--- src/rtl/simon.sv ---
// Simon memory game core: stores a growing 4-bit pattern sequence, plays it back, and checks the player's repeat.
// Outputs are combinational from state, memory and switches; each pclk edge advances the game by one step.

// 64x4 sequence store; synchronous write, asynchronous read.
module simon_mem (
  input  logic       pclk,
  input  logic       i_we,
  input  logic [5:0] i_waddr,
  input  logic [3:0] i_wdat,
  input  logic [5:0] i_raddr,
  output logic [3:0] o_rdat
);
  logic [3:0] mem [0:63];

  always_ff @(posedge pclk) begin
    if (i_we) mem[i_waddr] <= i_wdat;
  end

  assign o_rdat = mem[i_raddr];
endmodule

// Datapath: sequence memory plus the LED source select (stored step or live switches).
module simon_dpath (
  input  logic       pclk,
  input  logic       i_we,
  input  logic [5:0] i_waddr,
  input  logic [5:0] i_raddr,
  input  logic [3:0] i_pattern,
  input  logic       i_show_mem,
  output logic [3:0] o_rd,
  output logic [3:0] o_leds
);
  logic [3:0] w_rd;

  simon_mem mem (
    .pclk    (pclk),
    .i_we    (i_we),
    .i_waddr (i_waddr),
    .i_wdat  (i_pattern),
    .i_raddr (i_raddr),
    .o_rdat  (w_rd)
  );

  assign o_rd   = w_rd;
  assign o_leds = i_show_mem ? w_rd : i_pattern;
endmodule

// Game controller: INPUT -> PLAYBACK -> REPEAT -> (INPUT | DONE); DONE loops the sequence until reset.
module simon (
  input  logic       pclk,
  input  logic       rst,
  input  logic       level,
  input  logic [3:0] pattern,
  output logic [3:0] pattern_leds,
  output logic [2:0] mode_leds
);
  typedef enum logic [1:0] {INPUT = 2'd0, PLAYBACK = 2'd1, REPEAT = 2'd2, DONE = 2'd3} mode_t;

  mode_t      r_mode, w_mode_nxt;
  logic [6:0] r_len, w_len_nxt;
  logic [5:0] r_idx, w_idx_nxt;
  logic       r_lvl;
  logic       w_we, w_valid, w_last, w_show_mem;
  logic [3:0] w_rd;

  // Easy level accepts only single-bit patterns; hard accepts anything.
  always_comb begin
    w_valid = r_lvl;
    case (pattern)
      4'b0001, 4'b0010, 4'b0100, 4'b1000: w_valid = 1'b1;
      default: ;
    endcase
  end

  assign w_last = ({1'b0, r_idx} == (r_len - 7'd1));

  always_ff @(posedge pclk or negedge rst) begin
    if (!rst) begin
      r_mode <= INPUT;
      r_len  <= 7'd0;
      r_idx  <= 6'd0;
      r_lvl  <= level;
    end else begin
      r_mode <= w_mode_nxt;
      r_len  <= w_len_nxt;
      r_idx  <= w_idx_nxt;
    end
  end

  always_comb begin
    w_mode_nxt = r_mode;
    w_len_nxt  = r_len;
    w_idx_nxt  = r_idx;
    w_we       = 1'b0;
    w_show_mem = 1'b0;
    mode_leds  = 3'b001;
    case (r_mode)
      INPUT: begin
        if (w_valid) begin
          w_we       = 1'b1;
          w_len_nxt  = r_len + 7'd1;
          w_idx_nxt  = 6'd0;
          w_mode_nxt = PLAYBACK;
        end
      end
      PLAYBACK: begin
        mode_leds  = 3'b010;
        w_show_mem = 1'b1;
        if (w_last) begin
          w_idx_nxt  = 6'd0;
          w_mode_nxt = REPEAT;
        end else begin
          w_idx_nxt = r_idx + 6'd1;
        end
      end
      REPEAT: begin
        mode_leds = 3'b100;
        if (pattern != w_rd) begin
          w_idx_nxt  = 6'd0;
          w_mode_nxt = DONE;
        end else if (w_last) begin
          w_idx_nxt  = 6'd0;
          w_mode_nxt = (r_len == 7'd64) ? DONE : INPUT;
        end else begin
          w_idx_nxt = r_idx + 6'd1;
        end
      end
      DONE: begin
        mode_leds  = 3'b111;
        w_show_mem = 1'b1;
        w_idx_nxt  = w_last ? 6'd0 : r_idx + 6'd1;
      end
      default: ;
    endcase
  end

  // INPUT is never entered with len==64, so len[5:0] is always an in-range write address.
  simon_dpath dpath (
    .pclk       (pclk),
    .i_we       (w_we),
    .i_waddr    (r_len[5:0]),
    .i_raddr    (r_idx),
    .i_pattern  (pattern),
    .i_show_mem (w_show_mem),
    .o_rd       (w_rd),
    .o_leds     (pattern_leds)
  );
endmodule

--- config.mk ---
export PLATFORM = sky130hd
export DESIGN_NAME = simon
export DESIGN_NICKNAME = d
export VERILOG_FILES = /design/src/rtl/simon.sv
export SDC_FILE = /design/constraint.sdc
export NUM_CORES = 1
export LEC_CHECK = 0
export BUFFER_PORTS_ARGS = -buffer_cell sky130_fd_sc_hd__buf_2
export CORE_ASPECT_RATIO = 1.2
export CORE_UTILIZATION = 60
export CTS_CLUSTER_DIAMETER = 120
export CTS_CLUSTER_SIZE = 30
export DETAILED_ROUTE_END_ITERATION = 8
export GPL_TIMING_DRIVEN = 0
export HOLD_SLACK_MARGIN = 0.08
export PLACE_DENSITY = 0.84
export SLEW_MARGIN = 20
export SYNTH_ARGS = -nofsm -noshare
export SYNTH_HDL_FRONTEND = slang
export SYNTH_SLANG_ARGS = --single-unit
--- constraint.sdc ---
create_clock -name pclk -period 6.6 [get_ports pclk]
set_input_delay 0.66 -clock pclk [delete_from_list [all_inputs] [get_ports pclk]]
set_output_delay 0.66 -clock pclk [all_outputs]
set_load 0.02 [all_outputs]
Yosys cells after proc, flatten, opt, wreduce, memory -nomap -nowiden:

Memory sizes are Yosys's and may differ from the RTL's.
Index checks and enable logic that the tools add are counted.

* add/subtract/negate cells: 3
* div/mod/pow operators: 0
* bitwise logic cells: 0
* shifts and indexed selects: 0
* magnitude comparators: 0
* multiplexer cells: 18
* multipliers: 0
* equality and inequality tests: 13
* reduce and logical (&&, ||, !) cells: 6

Operator list (number)
* two-way mux 6 bit: 3
* one-hot mux 6 bit (3 select lines): 1
* two-way mux 2 bit: 5
* one-hot mux 3 bit (3 select lines): 1
* adder 7 x 1 -> 7 bit, second input constant: 1
* == test 6 x 7 -> 1 bit: 1
* == test 7 bit, second input constant: 1
* subtractor 7 x 1 -> 7 bit, second input constant: 1
* adder 6 x 1 -> 6 bit, second input constant: 1
* two-way mux 1 bit: 6
* one-hot mux 2 bit (3 select lines): 1
* == test 2 bit, second input constant: 2
* == test 4 x 1 -> 1 bit, second input constant: 1
* == test 4 x 2 -> 1 bit, second input constant: 1
* == test 4 x 3 -> 1 bit, second input constant: 1
* == test 4 bit, second input constant: 1
* two-way mux 4 bit: 1
* != test 2 bit, second input constant: 2
* != test 4 bit: 1
* AND reduction 4 bit: 1
* OR reduction 4 bit: 1
* != test 3 bit, second input constant: 1
* nonzero test 3 bit: 1
* == test 2 x 1 -> 1 bit, second input constant: 1
* 3 further kinds: 3

* bits in read-only memories: 0
* register bits: 15
* bits in writable memories: 256
* bits in latches: 0
* output and inout bits: 7
* word-level logic and storage cells: 44
* bits of input ports: 7
* memories kept: 1

Memories
* dpath.mem.mem: depth 64, bits a word 4, read ports 1, clocked after memory_dff 0, wr ports 1, line 13 `logic [3:0] mem [0:63];`

Logic depth before layout (Yosys ltp):

* depth after elaboration: 7
* gate-level depth with buffers: 11
* gate-level depth less buffers: 10

Modules after synthesis:

Synthesis repeated with hierarchy kept, for this count alone.

* cells, all modules: 647
* area total of the unflattened synthesis: 11599.9 um2

Modules (own cells, without submodules)
* simon_mem: area each 10327.4 um2, sequential area each 7687.4 um2, times used 1, cells an instance 517
* simon: area each 1227.4 um2, sequential area each 375.4 um2, times used 1, cells an instance 126
* simon_dpath: area each 45.0 um2, sequential area each 0.0 um2, times used 1, cells an instance 4

Least setup slack after synthesis:

Ideal clock, no wire load.

* path type: reg-to-output
* start point: register r_idx[0]
* end point: output port pattern_leds[2]
* setup slack: 3747 ps
* arrival: 2193 ps
* stages on the path, launching flop included: 10
* cells stage by stage: dfrtp_1 -> buf_6 -> buf_6 -> buf_6 -> mux4_2 -> mux2i_1 -> nor2_1 -> a2111oi_0 -> a31o_2 -> o21ai_0

* word-level cells in the longest chain between the ends: 2

Ends and longest elaborated chain
* start: declaration: line 61 `logic [5:0] r_idx, w_idx_nxt;`
* start signal: assignment: line 86 `r_idx <= w_idx_nxt;`
* memory read (64 x 4 bit)
* two-way mux 4 bit: line 45 `assign o_leds = i_show_mem ? w_rd : i_pattern;`
* end: declaration: line 54 `output logic [3:0] pattern_leds,`

Every way passes these cells.

Worst setup path after layout:

* start point: register r_idx[1]
* end point: output port pattern_leds[2]

Same word-level chain as after synthesis.

==> impl_metrics.env <==
export IMPL_drtIter0Drc=899
export IMPL_num_vias=6463
export IMPL_p_int_w=0.002263
export IMPL_grt_overflow_total=0
export IMPL_skew_ns=0.04217
export IMPL_cp_arrival_ns=3.74
export IMPL_htreeDepth=1
export IMPL_fmax_ghz=0.2272
export IMPL_start_util_pct=62.03
export IMPL_combPwrFrac_pct=1.1
export IMPL_cp_num_buf_inv=3
export IMPL_hp_class="input port to async pin"
export IMPL_dp_hpwl_um=16910
export IMPL_crit_family="buffers and inverters"
export IMPL_clk_pin_slew_ns=0.11
export IMPL_layout_min_cycle_time_ns=4.401
export IMPL_io_buffers=12
export IMPL_p_switching_w=0.0005322
export IMPL_ioPinCount=14
export IMPL_hold_ws_ns=0.1002
export IMPL_syn_avg_cell_area_um2=16.90
export IMPL_finalSetupViolCount=0
export IMPL_grt_max_degree=69
export IMPL_coreArea_um2=18450
export IMPL_ir_drop_mv=0.1503
export IMPL_detail_route_first_pass_iterations=7
export IMPL_antenna_cells=0
export IMPL_gp_congestion=0.9496
export IMPL_track_usage_pct=27.03
export IMPL_synthArstFlopShare_pct=5.535
export IMPL_crit_type="register to output pin"
export IMPL_cts_hold_buffers=0
export IMPL_p_sw_share_pct=19.04
export IMPL_rsz0062_at_grt="false"
export IMPL_clock_latency_ns=0.48
export IMPL_die_w_um=128.1
export IMPL_max_clock_path_buffers=3
export IMPL_drc=0
export IMPL_power_frac_seq_pct=67.2
export IMPL_syn_area_um2=11440
export IMPL_syn_nets=693
export IMPL_antenna_found_initial=0
export IMPL_crit_top_cell="buf_2"
export IMPL_ys_types=54
export IMPL_post_cts_buffers=0
export IMPL_finalWirelength_um=25510
export IMPL_cts_root_buffer="clkbuf_16"
export IMPL_grt_pass1_vias=6472
export IMPL_start_kind="register"
export IMPL_max_slew_margin_pct=29.83
export IMPL_synthToLayoutAreaGrowth_pct=6.704
export IMPL_power_density_nw_per_um2=229.0
export IMPL_final_cells=962
export IMPL_nets=720
export IMPL_drive_above_1_share_pct=16.34
export IMPL_cp_max_fo=10
export IMPL_wl_per_cell_um=26.51
export IMPL_clkPwrFrac_pct=31.7
export IMPL_die_h_um=153.3
export IMPL_clock_sinks=271
export IMPL_p_leak_nw=3.975
export IMPL_synth_top_flop_cell="edfxtp_1"
export IMPL_ant_nets=0
export IMPL_max_stage_delay_ns=0.83
export IMPL_place_inst=941
export IMPL_slew_violations=0
export IMPL_hold_viol_final=0
export IMPL_cap_violations=0
export IMPL_crit_slowest_cell="clkbuf_1"
export IMPL_dieArea_um2=19630
export IMPL_cts_buffers=13
export IMPL_final_util_pct=66.19
export IMPL_synth_seq_cells=271
export IMPL_cp_end_kind="output pin"
export IMPL_cts_tree="done"
export IMPL_rows=54
export IMPL_viasPerCell=6.718
export IMPL_post_cts_resized=0
export IMPL_required_ns=5.94
export IMPL_synth_edf_count=256
export IMPL_yosysWarnings=1
export IMPL_tightestPinTransition_ns=1.052
export IMPL_worstPathCellList="buf_2 > clkbuf_1 > mux4_2 > a221oi_1 > o22a_1 > a31o_2 > o21ai_0 > buf_2"
export IMPL_status="completed"
export IMPL_grt_pass1_wl_um=38520
export IMPL_tns_ns=0
export IMPL_ys_seq_area_share_pct=70.47
export IMPL_synth_cells=677
export IMPL_fin_crit_sh_pct=66.68
[Yosys cell counts (2+ instances only)]
| library cell | instances | area, um2 |
|---|---|---|
| buf_4 | 3 | 22.52 |
| or2_2 | 2 | 12.51 |
| nor4_1 | 2 | 12.51 |
| o221ai_1 | 2 | 17.52 |
| a22oi_1 | 15 | 112.6 |
| buf_2 | 8 | 40.04 |
| a211oi_1 | 3 | 22.52 |
| ha_1 | 9 | 112.6 |
| a32oi_1 | 2 | 17.52 |
| nor3b_2 | 2 | 25.02 |
| nand2b_1 | 4 | 25.02 |
| mux2i_1 | 17 | 170.2 |
| nor2b_1 | 11 | 68.82 |
| a21oi_1 | 7 | 35.03 |
| dfrtp_1 | 15 | 375.4 |
| nand2_1 | 36 | 135.1 |
| nor2_1 | 80 | 300.3 |
| or4_1 | 2 | 15.01 |
| mux2_2 | 11 | 123.9 |
| inv_1 | 11 | 41.29 |
| or3_1 | 3 | 18.77 |
| nand4_1 | 3 | 18.77 |
| nand3_1 | 14 | 70.07 |
| mux4_2 | 56 | 1261 |
| a22o_1 | 4 | 35.03 |
| a221oi_1 | 2 | 17.52 |
| o21ai_0 | 7 | 35.03 |
| nor3b_1 | 3 | 22.52 |
| o211ai_1 | 5 | 37.54 |
| and2_1 | 2 | 12.51 |
| buf_6 | 4 | 45.04 |
| o22ai_1 | 5 | 31.28 |
| edfxtp_1 | 256 | 7687 |
| o31ai_1 | 4 | 30.03 |
| xnor2_1 | 13 | 113.9 |
| xor2_1 | 5 | 43.79 |
| nor3_1 | 9 | 45.04 |
| a31oi_1 | 2 | 12.51 |
| clkbuf_1 | 23 | 86.33 |
[cell type report]
type / count / area, um2
multi-input combinational: 356 / 3139
fill: 1152 / 6237
sequential: 271 / 8063
timing repair buffer: 12 / 70.07
buffer: 39 / 197.7
clock inverter: 1 / 30.03
clock buffer: 20 / 351.6
tap: 252 / 315.3
inverter: 11 / 41.29
[worst paths after layout]
path                       slack, ns         endpoint  startpoint  cells past startpoint
hold reg to reg                 0.55         r_len[6]    r_len[6]                      1
setup / recovery                2.20  pattern_leds[2]    r_idx[1]                      8
hold / removal                  0.10         r_len[4]         rst                      1
setup reg to reg                2.69         r_idx[5]    r_idx[1]                      9
min in group pclk               0.55         r_len[6]    r_len[6]                      1
max in group asynchronous       6.20         r_idx[1]         rst                      1
[sequential cells by signal, indices dropped and copies added, names as in the netlist]
name / flops
r_mode: 2
dpath.mem.mem: 256
r_len: 7
r_idx: 6
[per-stage QoR]
step / power, W / worst slack (ns) / cell area (um2)
finish: 0.002795 / 2.199 / 12210
global route: 0.002854 / 2.132 / 12210
CTS: 0.002796 / 2.315 / 12200
detailed placement: 0.001948 / 2.804 / 11820
global placement: 0.001945 / 2.784 / 11820
floorplan: 0.001919 / 3.747 / 11440
[power by group through the flow]
stage	clock, W	combinational [W]	sequential (W)
after floorplan	0	0.00000228	0.00192
after global placement	0	0.0000276	0.00192
after detailed placement	0	0.0000309	0.00192
after CTS	0.000887	0.0000306	0.00188
after global routing	0.000942	0.0000340	0.00188
final	0.000887	0.0000313	0.00188
[cells in the final DEF (no fill, tap or decap), drive strengths merged, types with 5 or more instances in the layout]
| cell type | n |
|---|---|
| a22oi | 15 |
| nand2 | 36 |
| o211ai | 5 |
| o21ai | 8 |
| a21oi | 7 |
| inv | 11 |
| xor2 | 5 |
| mux2 | 11 |
| nor2b | 11 |
| clkbuf | 43 |
| o22ai | 5 |
| dfrtp | 15 |
| buf | 28 |
| mux4 | 56 |
| nor3b | 5 |
| nor2 | 80 |
| edfxtp | 256 |
| nor3 | 9 |
| mux2i | 17 |
| ha | 9 |
| nand3 | 15 |
| xnor2 | 13 |
[cells by family (layout without fill, tap and decap cells)]
family                   Yosys count  after routing  share of synthesized area [%]
AND/OR/NAND/NOR                  176            176                          7.043
adder cells (fa/ha/maj)            9              9                         0.9843
buffers and inverters             50             83                          2.089
flip-flops                       271            271                          70.47
multiplexers                      84             84                          13.59
AO/OA/AOI/OAI                     69             69                          4.440
XOR/XNOR                          18             18                          1.378
[metal layers]
metal	GRT usage (%)	wire, um
met5	0	0
met4	12.16	1283
met3	4.515	2412
met2	43.81	12480
met1	36.28	9329
Power figures use the tool's default switching activity.
